**src/rtl/uart_tx_engine.sv**
```systemverilog
// UART transmit engine: holding-register handshake, shift register and frame
// sequencer, paced by the baud generator's oversample tick.
module uart_tx_engine #(
  parameter  int DATA_W_MAX = 9,
  parameter  int OVS        = 16,
  localparam int CW         = $clog2(DATA_W_MAX + 1)
) (
  input  logic                  pclk,
  input  logic                  preset,
  input  logic                  tx_en,
  input  logic                  os_tick,
  input  logic [CW-1:0]         cfg_dbits,
  input  logic [2:0]            cfg_par,
  input  logic [1:0]            cfg_stop,
  input  logic                  cfg_brk,
  input  logic                  s_valid,
  input  logic [DATA_W_MAX-1:0] s_data,
  output logic                  s_ready,
  output logic                  txd,
  output logic                  busy,
  output logic                  tx_done
);

  localparam int            OW        = $clog2(2 * OVS);
  localparam logic [OW-1:0] LEN_1     = OW'(OVS - 1);
  localparam logic [OW-1:0] LEN_1P5   = OW'((3 * OVS) / 2 - 1);
  localparam logic [OW-1:0] LEN_2     = OW'(2 * OVS - 1);
  localparam logic [CW-1:0] DBITS_MIN = CW'(5);
  localparam logic [CW-1:0] DBITS_MAX = CW'(DATA_W_MAX);

  typedef enum logic [2:0] {IDLE, START, DATA, PARITY, STOP, BREAK} state_t;

  state_t                state, state_n;
  logic [OW-1:0]         os_cnt, os_cnt_n;
  logic [CW-1:0]         bit_cnt, bit_cnt_n;
  logic [DATA_W_MAX-1:0] shift_q, shift_n;
  logic [CW-1:0]         dbits_q, dbits_n;
  logic                  par_en_q, par_en_n;
  logic                  par_bit_q, par_bit_n;
  logic [1:0]            stop_q, stop_n;
  logic                  txd_n, done_n;
  logic [OW-1:0]         len_m1;
  logic                  bit_end, accept;
  logic [CW-1:0]         dbits_eff;
  logic                  data_xor;

  // Bit timing, handshake, and the clamped word length / parity of the offered word.
  always_comb begin
    len_m1 = LEN_1;
    if (state == STOP) begin
      if (stop_q[1])      len_m1 = LEN_2;
      else if (stop_q[0]) len_m1 = LEN_1P5;
    end
    bit_end = os_tick && (os_cnt == len_m1) && (state inside {START, DATA, PARITY, STOP});
    s_ready = tx_en && !cfg_brk && ((state == IDLE) || ((state == STOP) && bit_end));
    accept  = s_valid && s_ready;

    if (cfg_dbits < DBITS_MIN)      dbits_eff = DBITS_MIN;
    else if (cfg_dbits > DBITS_MAX) dbits_eff = DBITS_MAX;
    else                            dbits_eff = cfg_dbits;

    data_xor = 1'b0;
    for (int i = 0; i < DATA_W_MAX; i++) begin
      if (CW'(i) < dbits_eff) data_xor = data_xor ^ s_data[i];
    end
  end

  // Frame sequencer; txd is registered, so it is derived from the next state.
  always_comb begin
    state_n   = state;
    os_cnt_n  = os_cnt;
    bit_cnt_n = bit_cnt;
    shift_n   = shift_q;
    dbits_n   = dbits_q;
    par_en_n  = par_en_q;
    par_bit_n = par_bit_q;
    stop_n    = stop_q;
    done_n    = 1'b0;
    txd_n     = 1'b1;

    if ((state != IDLE) && !tx_en) begin
      state_n   = IDLE;
      os_cnt_n  = '0;
      bit_cnt_n = '0;
    end else if (accept) begin
      state_n   = START;
      os_cnt_n  = '0;
      bit_cnt_n = '0;
      shift_n   = s_data;
      dbits_n   = dbits_eff;
      par_en_n  = cfg_par[2];
      par_bit_n = cfg_par[1] ? ~cfg_par[0] : (cfg_par[0] ? data_xor : ~data_xor);
      stop_n    = cfg_stop;
      done_n    = (state == STOP);
    end else begin
      case (state)
        IDLE:  if (cfg_brk && tx_en) state_n = BREAK;
        BREAK: if (!cfg_brk)         state_n = IDLE;
        START, DATA, PARITY, STOP: begin
          if (os_tick) os_cnt_n = bit_end ? '0 : os_cnt + 1'b1;
          if (bit_end) begin
            case (state)
              START: state_n = DATA;
              DATA: begin
                shift_n = {1'b0, shift_q[DATA_W_MAX-1:1]};
                if (bit_cnt == dbits_q - 1'b1) begin
                  bit_cnt_n = '0;
                  state_n   = par_en_q ? PARITY : STOP;
                end else begin
                  bit_cnt_n = bit_cnt + 1'b1;
                end
              end
              PARITY: state_n = STOP;
              default: begin
                state_n = IDLE;
                done_n  = 1'b1;
              end
            endcase
          end
        end
        default: state_n = IDLE;
      endcase
    end

    case (state_n)
      START, BREAK: txd_n = 1'b0;
      DATA:         txd_n = shift_n[0];
      PARITY:       txd_n = par_bit_n;
      default:      txd_n = 1'b1;
    endcase
  end

  always_ff @(posedge pclk) begin
    if (preset) begin
      state     <= IDLE;
      os_cnt    <= '0;
      bit_cnt   <= '0;
      shift_q   <= '0;
      dbits_q   <= DBITS_MIN;
      par_en_q  <= 1'b0;
      par_bit_q <= 1'b0;
      stop_q    <= 2'b00;
      txd       <= 1'b1;
      tx_done   <= 1'b0;
    end else begin
      state     <= state_n;
      os_cnt    <= os_cnt_n;
      bit_cnt   <= bit_cnt_n;
      shift_q   <= shift_n;
      dbits_q   <= dbits_n;
      par_en_q  <= par_en_n;
      par_bit_q <= par_bit_n;
      stop_q    <= stop_n;
      txd       <= txd_n;
      tx_done   <= done_n;
    end
  end

  assign busy = (state != IDLE);

endmodule

```
**config.mk**
```make
export PLATFORM = sky130hd
export DESIGN_NAME = uart_tx_engine
export DESIGN_NICKNAME = d
export VERILOG_FILES = /design/src/rtl/uart_tx_engine.sv
export SDC_FILE = /design/constraint.sdc
export NUM_CORES = 1
export LEC_CHECK = 0
export BUFFER_PORTS_ARGS = -buffer_cell sky130_fd_sc_hd__buf_2
export CORE_UTILIZATION = 35
export CTS_CLUSTER_SIZE = 40
export DETAILED_ROUTE_END_ITERATION = 7
export HOLD_SLACK_MARGIN = 0.1
export PLACE_DENSITY = 0.51
export SLEW_MARGIN = 15
export SYNTH_ARGS = -nofsm -noshare
export SYNTH_HDL_FRONTEND = slang
export SYNTH_SLANG_ARGS = --single-unit
```
**constraint.sdc**
```tcl
create_clock -name pclk -period 2.7 [get_ports pclk]
set_input_delay 0.54 -clock pclk [delete_from_list [all_inputs] [get_ports pclk]]
set_output_delay 0.54 -clock pclk [all_outputs]
set_load 0.02 [all_outputs]
```
==> results.md <==
- Fin cells: ~320
- Minimum clock period after layout: approximately 2.6 ns
- RePlAce Congestion: 0.776
- TritonRoute pass-1 iters: 4
- Actual slew at the worst max-slew pin: approximately 0.44 ns
- Chip width: 73.5 µm
- Syn Area/Cell: 8.25 µm²
- CTS H-tree lvls: 2
- Sink Count: 31
- Post-DP HPWL: 3.14 mm
- Layout net count: about 280
- Nature of the critical path endpoint: output port
- # rows: 25
- IO Pins: 28
- Final setup vio count: 0
- Fraction of layout cells with a size suffix above 1: 21.1%
- Unrepaired setup endpoints after global routing: no
- IR drop worst, VDD: 267 µV
- CP Launch Type: flop
- Antenna diodes: 0
- Commonest non-fill, non-tap cell in the layout: dfxtp_1
- WP data required: between 2 and 2.5 ns
- Pin count of the biggest net entering global routing: 24
- PwrDens: 522 nW/µm²
- CP max FO: 8
- Placed Cells incl. Taps: 310
- CTS tree: done
- Internal power: 0.843 mW
- Clock skew: 0.00395 ns
- Hold Crit Class: reg2reg
- Critical Path AT: 2.08 ns
- Initial antenna violation count: 0
- Vias in the first global route: 1508
- Height of the die: 73.5 µm
- R2R depth: 7
- Leakage dissipation: 0.832 nW
- Switch Pwr: between 0.2 and 0.3 mW
- Fmax: 0.382 GHz
- Number of enable flip-flop cells after synthesis: 0
- Mapped Nets: roughly 240
- Yosys warning count: 0
- Drt first-iter violations: 49
- Num CTS Buffers: 5
- Insertion delay to the later sink of the worst-skew pair: 0.28 ns
- Clock Path Buffers: 2
- Post-synthesis compound-gate area fraction: 20.3%
- Seq cells post-synth: 31
- Vias per cell: roughly 5.1
- Worst-path clk slew: approximately 0.070 ns
- Cell area after synthesis: 1790 µm²
- Clk root buf: clkbuf_8
- Commonest non-fill, non-tap cells in the layout: dfxtp_1 (30), nand2_1 (29), buf_2 (27)
- First-pass GRT wire length: 7.04 mm
- Adder-cell area share of the yosys netlist: under 10%
- Setup TNS: 0 ns
- Flop pwr share: 43.3%
- Initial Util: 37.1%
- Unique masters post-synth: 49
- Max-cap violations: 0
- Routed WL: 4.17 mm
- Setup CP Type: reg2out
- Main synth FF type: dfxtp_1
- Port Buf Inserts: 27
- Vias: between 1500 and 2000
- Cells after Synth: 217
- Mux share of post-synthesis cell area: 3.36%
- Ys async rst share: 0%
- Comb pwr share: 14.3%
- Slew HR: 70.6%
- Total GRT Usage: 17.4%
- Status: finished, final reports clean
- XOR/XNOR Fraction of Synth Area: 8.53%
- Final Max Tran Viols: 0
- Post-synthesis sequential area ratio: 34.7%
- Per-cell routed wire length: between 10 and 15 µm
- Clock power share: a little over two fifths
- Synth Area in Simple Gates: 26.4%
- Final Hold Fails: 0
- Final period utilization: 97.0%
- Remaining Overflow, GRT: 0
- Area delta synth->final: 19.4%
- Cells on Worst Hold Path: 2
- Largest family of logic cells by synthesized area: simple AND/OR/NAND/NOR gates
- Fillers: 508
- Switching Share: 24.3%
- Core area: 4820 µm²
- Drt drc: 0
- Die area: between 5000 and 6000 µm²
- Routed Antenna Nets: 0
kinds of logic after synthesis:
logic type | Yosys count
XOR/XNOR | 14
AO/OA/AOI/OAI | 53
multiplexers | 6
flip-flops | 31
AND/OR/NAND/NOR | 93
buffers and inverters | 16
adder cells (fa/ha/maj) | 4
synth_stat cells, types with 5 or more instances:
cell type | instances | share of area (%)
a211oi_1 | 8 | 3.4
a21oi_1 | 17 | 4.8
dfxtp_1 | 31 | 35
inv_1 | 8 | 1.7
mux2i_1 | 6 | 3.4
nand2_1 | 29 | 6.1
nand3_1 | 5 | 1.4
nor2_1 | 25 | 5.2
nor3_1 | 8 | 2.2
o21ai_0 | 10 | 2.8
xnor2_1 | 10 | 4.9
what timing repair did:
action,in CTS,in global routing
hold buffers,0,0
buffers inserted,0,0
setup endpoints to repair,1,0
gates resized for setup,1,0
critical path, cell delays in order, from the launching register on:
cell     delay, ns
dfxtp_2       0.41
or3b_4        0.43
o211a_1       0.31
o21ai_2       0.16
nand2_1       0.13
and4b_1       0.21
buf_2         0.15
layout make-up:
type                       count  area (µm²)  area share, %
clock buffer                   6        82.6           3.87
timing repair buffer          34         188           8.79
multi-input combinational    170        1090           51.3
tap                           67        83.8           3.93
sequential                    31         622           29.1
clock inverter                 2        35.0           1.64
inverter                       8        30.0           1.41
power by group through the flow:
stage / clock network [mW] / logic (mW) / registers, mW
after floorplan: 0 / 0.107 / 0.490
after global placement: 0 / 0.159 / 0.492
final: 0.472 / 0.159 / 0.482
after CTS: 0.485 / 0.160 / 0.482
after detailed placement: 0 / 0.159 / 0.492
after global routing: 0.503 / 0.178 / 0.484
through the flow:
step | setup WS [ns] | power [mW] | util [%] | instance area [µm²] | hold slack, ns
after floorplan | 0.474 | 0.597 | - | 1790 | 0.427
after global placement | 0.385 | 0.651 | 41.9 | 2020 | 0.441
after detailed placement | 0.323 | 0.651 | 41.9 | 2020 | 0.444
after CTS | 0.0871 | 1.13 | 44.3 | 2140 | 0.454
after global routing | 0.0305 | 1.16 | 44.3 | 2140 | 0.484
final | 0.0821 | 1.11 | 44.3 | 2140 | 0.451
sequential cells by signal (all words and copies together) (netlist names):
signal and cells:
shift_q 9, bit_cnt 4, tx_done 1, stop_q 2, state 3, dbits_q 4, os_cnt 5, txd 1
par_bit_q 1, par_en_q 1
worst paths after layout:
kind | from | end | slack [ns]
setup / recovery | state[2]$_SDFF_PP0_ | s_ready | 0.08
hold / removal | par_bit_q$_SDFF_PP0_ | par_bit_q$_SDFF_PP0_ | 0.45
setup reg to reg | state[2]$_SDFF_PP0_ | txd$_SDFF_PP1_ | 0.39
hold reg to reg | par_bit_q$_SDFF_PP0_ | par_bit_q$_SDFF_PP0_ | 0.45
layer usage:
metal / up-vias / global-route usage (%) / wire [µm]
li1: 841 / - / -
met1: 745 / 23.0 / 2100
met2: 25 / 26.7 / 1840
met3: 8 / 4.39 / 159
met4: 0 / 7.48 / 75
met5: - / 0 / 0
Note: power is estimated with default switching activity, not from simulation.
